<file path="config.mk">
export PLATFORM = sky130hd
export DESIGN_NAME = mm_bram_loader
export DESIGN_NICKNAME = d
export VERILOG_FILES = /design/src/rtl/mm_bram_loader.sv
export SDC_FILE = /design/constraint.sdc
export NUM_CORES = 1
export LEC_CHECK = 0
export ABC_CLOCK_PERIOD_IN_PS = 1800
export CAP_MARGIN = 25
export CORE_MARGIN = 4
export CORE_UTILIZATION = 36
export DETAILED_ROUTE_END_ITERATION = 16
export MAX_ROUTING_LAYER = met4
export PLACE_DENSITY = 0.79
export RECOVER_POWER = 25
export SKIP_CTS_REPAIR_TIMING = 1
export SYNTH_ARGS = -nofsm -noshare
export SYNTH_HDL_FRONTEND = slang
export SYNTH_SLANG_ARGS = --single-unit
export TNS_END_PERCENT = 50
</file>
<file path="constraint.sdc">
create_clock -name clock_i -period 1.8 [get_ports clock_i]
set_input_delay 0.45 -clock clock_i [delete_from_list [all_inputs] [get_ports clock_i]]
set_output_delay 0.45 -clock clock_i [all_outputs]
set_load 0.01 [all_outputs]
</file>
<file path="src/rtl/mm_bram_loader.sv">
`default_nettype none
// mm_bram_loader: port-A sequencer for the Montgomery multiplier bridge BRAM.
// Loads p_prime_0/p/a/b, kicks the multiplier, then streams the s result words out with backpressure.
module mm_bram_loader #(
  parameter int s            = 8,
  parameter int BRAM_LATENCY = 1,
  parameter int RES_BASE     = 0,
  localparam int ADDR_W      = $clog2(4*s)
) (
  input  logic              clock_i,
  input  logic              reset_n_i,
  input  logic [16:0]       op_data_i,
  input  logic              op_valid_i,
  output logic              op_ready_o,
  output logic [16:0]       res_data_o,
  output logic              res_valid_o,
  input  logic              res_ready_i,
  output logic              res_last_o,
  output logic              mm_start_o,
  input  logic              mm_done_i,
  output logic [ADDR_W-1:0] bram_addr_o,
  output logic [16:0]       bram_din_o,
  output logic              bram_we_o,
  output logic              bram_en_o,
  input  logic [16:0]       bram_dout_i,
  output logic              busy_o
);

  typedef enum logic [2:0] {
    LOAD     = 3'd0,
    KICK     = 3'd1,
    WAIT_MM  = 3'd2,
    RD_ISSUE = 3'd3,
    RD_WAIT  = 3'd4,
    RD_HOLD  = 3'd5
  } state_t;

  localparam logic [ADDR_W-1:0] LAST_WORD = ADDR_W'(3*s);
  localparam logic [ADDR_W-1:0] LAST_RES  = ADDR_W'(s-1);
  localparam logic [ADDR_W-1:0] RES_ADDR0 = ADDR_W'(RES_BASE);
  localparam logic [1:0]        LAT_LAST  = 2'(BRAM_LATENCY-1);

  if (s < 2) begin : g_bad_s
    $error("mm_bram_loader: s must be at least 2");
  end
  if (BRAM_LATENCY < 1 || BRAM_LATENCY > 3) begin : g_bad_latency
    $error("mm_bram_loader: BRAM_LATENCY must be 1..3");
  end
  if (RES_BASE < 0 || RES_BASE + s - 1 >= 4*s) begin : g_bad_res_base
    $error("mm_bram_loader: result window exceeds the BRAM address range");
  end

  state_t            state, state_nxt;
  logic [ADDR_W-1:0] wcnt, rcnt;
  logic [1:0]        lat_cnt;
  logic              res_hs, lat_done;

  assign res_hs   = res_valid_o & res_ready_i;
  assign lat_done = (lat_cnt == LAT_LAST);
  // wcnt is non-zero only after the first accepted word of a load
  assign busy_o   = (state != LOAD) || (wcnt != '0);

  always_ff @(posedge clock_i or negedge reset_n_i) begin
    if (!reset_n_i) state <= LOAD;
    else            state <= state_nxt;
  end

  always_comb begin
    state_nxt   = state;
    op_ready_o  = 1'b0;
    mm_start_o  = 1'b0;
    bram_en_o   = 1'b0;
    bram_we_o   = 1'b0;
    bram_addr_o = '0;
    bram_din_o  = '0;
    case (state)
      LOAD: begin
        op_ready_o = 1'b1;
        if (op_valid_i) begin
          bram_en_o   = 1'b1;
          bram_we_o   = 1'b1;
          bram_addr_o = wcnt;
          bram_din_o  = op_data_i;
          if (wcnt == LAST_WORD) state_nxt = KICK;
        end
      end
      KICK: begin
        mm_start_o = 1'b1;
        state_nxt  = WAIT_MM;
      end
      WAIT_MM: begin
        if (mm_done_i) state_nxt = RD_ISSUE;
      end
      RD_ISSUE: begin
        bram_en_o   = 1'b1;
        bram_addr_o = RES_ADDR0 + rcnt;
        state_nxt   = RD_WAIT;
      end
      RD_WAIT: begin
        if (lat_done) state_nxt = RD_HOLD;
      end
      RD_HOLD: begin
        if (res_hs) state_nxt = (rcnt == LAST_RES) ? LOAD : RD_ISSUE;
      end
      default: state_nxt = LOAD;
    endcase
  end

  always_ff @(posedge clock_i or negedge reset_n_i) begin
    if (!reset_n_i) begin
      wcnt        <= '0;
      rcnt        <= '0;
      lat_cnt     <= '0;
      res_data_o  <= '0;
      res_valid_o <= 1'b0;
      res_last_o  <= 1'b0;
    end else begin
      if (state == LOAD && op_valid_i)
        wcnt <= (wcnt == LAST_WORD) ? '0 : wcnt + 1'b1;
      if (state == RD_WAIT) begin
        if (lat_done) begin
          lat_cnt     <= '0;
          res_data_o  <= bram_dout_i;
          res_valid_o <= 1'b1;
          res_last_o  <= (rcnt == LAST_RES);
        end else begin
          lat_cnt <= lat_cnt + 2'd1;
        end
      end
      // data stays put after the handshake; only valid/last drop
      if (state == RD_HOLD && res_hs) begin
        res_valid_o <= 1'b0;
        res_last_o  <= 1'b0;
        rcnt        <= (rcnt == LAST_RES) ? '0 : rcnt + 1'b1;
      end
    end
  end

endmodule
`default_nettype wire

</file>
==> metrics.md <==
| Metric | Value |
|---|---|
| List of most frequent post-synthesis cells | `dfrtp_1, mux2_2, and2_1, nor2_1` |
| Max_cap viols | `0` |
| Top Metal Used | `met4` |
| Most area-hungry cell type in the Yosys netlist | `dfrtp_1` |
| Initial antenna violation count | `0` |
| Die ar. | `6050 µm²` |
| Clock share of power | `0.117` |
| Fmax | `442 MHz` |
| CP startpoint | `state[2]` |
| Pint | `2.83 mW` |
| Mux share of post-synthesis cell area | `0.146` |
| Worst setup margin | `-464 ps` |
| Num CTS Buffers | `5` |
| CP required | `1350 ps` |
| Adder-Cell Fraction of Synth Area | `0.0357` |
| Cell Rows | `25` |
| Util after Layout | `0.628` |
| Port Buffers | `84` |
| N_diodes | `0` |
| Dpl hpwl | `3600 µm` |
| Reg-to-reg critical path startpoint | `state[2]` |
| Core area | `4720 µm²` |
| Clock tree buffer depth | `2` |
| Worst reg2reg setup slack | `140 ps` |
| Post-Synth XOR/XNOR Area | `0.0150` |
| Failing checks | `negative setup slack` |
| Number of global-route vias before repair | `1587` |
| Final worst-path cycle share | `1.26` |
| WL final | `4960 µm` |
| GRT Residual Overflow | `0` |
| Post-route ant nets | `0` |
| Drt first pass iters | `4` |
| Share of the synthesized area in the top cell type | `0.485` |
| CP Max Fanout | `6` |
| Synthesized net count | `201` |
| Synth unique cells | `33` |
| Placer Congestion | `0.784` |
| DRC errors left | `0` |
| Vias per cell | `4.82` |
| Ys flop type | `dfrtp_1` |
| Final Hold Fails | `0` |
| # IOs | `85` |
| Status | `finished with violations` |
| Worst-Skew Late Latency | `280 ps` |
| Main combinational cell family by area after synthesis | `simple AND/OR/NAND/NOR gates` |
| Initial Util | `0.371` |
| Setup violations, final | `24` |
| WL met1 | `1950 µm` |
| R2R depth | `7` |
| Overall Global Routing Usage | `0.166` |
| Async SR Flop Fraction | `1.00` |
| Ys Warns | `0` |
| CTS Sinks | `34` |
| Switching share of power | `0.356` |
| Sw power | `1.56 mW` |
| Slew Limit Headroom | `0.455` |
| RSZ-0062 raised after global routing | `yes` |
| Synth Area in Compound Gates | `0.0942` |
| Gate power share | `0.592` |
| Critical Path AT | `1810 ps` |
| CP Launch Type | `flop` |
| HP Class | `reg2reg` |
| # nets final | `312` |
| Sequential power share | `0.292` |
| DR WL met2 | `2690 µm` |
| CTS tree | `built` |
| Dominant cells by area after synthesis | `dfrtp_1, mux2_2, and2_1` |
| Layout Cells excl Fill | `335` |
| Die height | `77.8 µm` |
| Final Power | `4.40 mW` |
| DRT iter0 DRCs | `112` |
| Post-Syn Area | `1750 µm²` |
| Worst reg2reg endpoint | `wcnt[2]` |
| Met3 wire len | `191 µm` |
| Max Slew Vio Count | `0` |
| Root Driver | `clkbuf_8` |
| H-tree lvl count | `2` |
| Crit end category | `primary output` |
| #FFs+latches synth | `34` |
| Final instance area | `2970 µm²` |
| Sequential fraction of the synthesis area | `0.485` |
| Fin crit period | `2260 ps` |
| Post-Route Skew | `1.93 ps` |
| PwrDens | `1480 nW/µm²` |
| Layout Area Growth over Synthesis | `69.2%` |
| DP Area | `2790 µm²` |
| Die W | `77.8 µm` |
| Pleak | `1.37 nW` |
| Maximum VDD drop | `0.604 mV` |
| Drt wl/cell | `14.8 µm` |
| Kind of critical path | `reg2out` |
| Most common cell in the netlist | `dfrtp_1` |
| Worst slew pin tran | `818 ps` |
| Placed Cells | `316` |
| Average size of a mapped cell | `11.2 µm²` |
| Largest net degree at the start of global routing | `35` |
| Global-route wire length before repair | `7750 µm` |
| Simple-Gate Fraction of Synth Area | `0.162` |
| Routed vias | `1616` |
| Share of layout cells above drive strength 1 | `0.384` |
| Mapped Cells | `157` |
| Worst-path clk slew | `60 ps` |
| Post-synth EDFFs | `0` |
| Fin Hold WS | `505 ps` |
| Worst Setup EP | `bram_din_o[15]` |
==> per-layer routing <==
metal | up-vias | GRT usage
li1 | 770 | -
met1 | 794 | 0.192
met2 | 40 | 0.279
met3 | 12 | 0.0429
met4 | 0 | 0.0587
met5 | - | -
==> kinds of logic after synthesis <==
group,Yosys count
compound gates,24
simple gates,50
mux,23
xor+xnor,3
flops,34
fa+ha+maj,5
buf+inv,18
==> metrics by stage <==
step	TNS, ps	worst slack [ps]
global route	-10270	-518
finish	-8890	-464
detailed placement	-22220	-895
global placement	-22180	-904
floorplan	-1970	-116
CTS	-22450	-911
==> area by class of cell <==
| class | instances | area, µm² |
|---|---|---|
| Multi-Input combinational cell | 105 | 880 |
| Clock buffer | 7 | 76.3 |
| Tap cell | 67 | 83.8 |
| Fill cell | 401 | 1760 |
| Inverter | 9 | 46.3 |
| Timing Repair Buffer | 110 | 1000 |
| Sequential cell | 34 | 851 |
| Timing Repair inverter | 3 | 28.8 |
==> worst max-delay path: stages, from the launching register on <==
cell	delay, ps
dfrtp_1	380
or4b_4	600
buf_6	170
clkinv_8	60
buf_4	100
and2_4	130
buf_6	90
==> power groups by stage <==
stage	Sequential, mW	Combinational [mW]	Clock, mW
finish	1.28	2.60	0.513
global route	1.33	2.82	0.571
CTS	1.27	2.43	0.536
detailed placement	1.28	2.42	0
global placement	1.26	2.38	0
floorplan	1.38	1.12	0
==> worst min-delay path by stage <==
stage          slack [ps]          start  cells after the start            end
3_5_place_dp          490  res_data_o[3]                      1  res_data_o[3]
5_1_grt               520  res_data_o[0]                      1  res_data_o[0]
6_report              500  res_data_o[8]                      1  res_data_o[8]
3_3_place_gp          490  res_data_o[1]                      1  res_data_o[1]
2_1_floorplan         150      reset_n_i                      0     lat_cnt[0]
4_1_cts               510  res_data_o[3]                      1  res_data_o[3]
==> layout by cell type (no fill, tap or decap), types with 3 or more instances in the layout <==
cell,count
clkdlybuf4s50_1,55
dfrtp_1,34
mux2_2,21
buf_4,18
buf_6,14
and2_4,13
nor2_1,9
buf_2,9
clkbuf_2,9
o21ai_0,8
nand2_1,6
inv_1,6
nand3_1,6
a22o_1,5
clkbuf_8,5
and2_1,4
ha_1,4
nor3_1,3
dlymetal6s2s_1,3
==> registers in the layout, summed over array words and instances (netlist names) <==
name         flops
lat_cnt          2
res_last_o       1
state            3
res_valid_o      1
wcnt             5
rcnt             5
res_data_o      17
No activity file was read; power rests on OpenSTA's default activity.
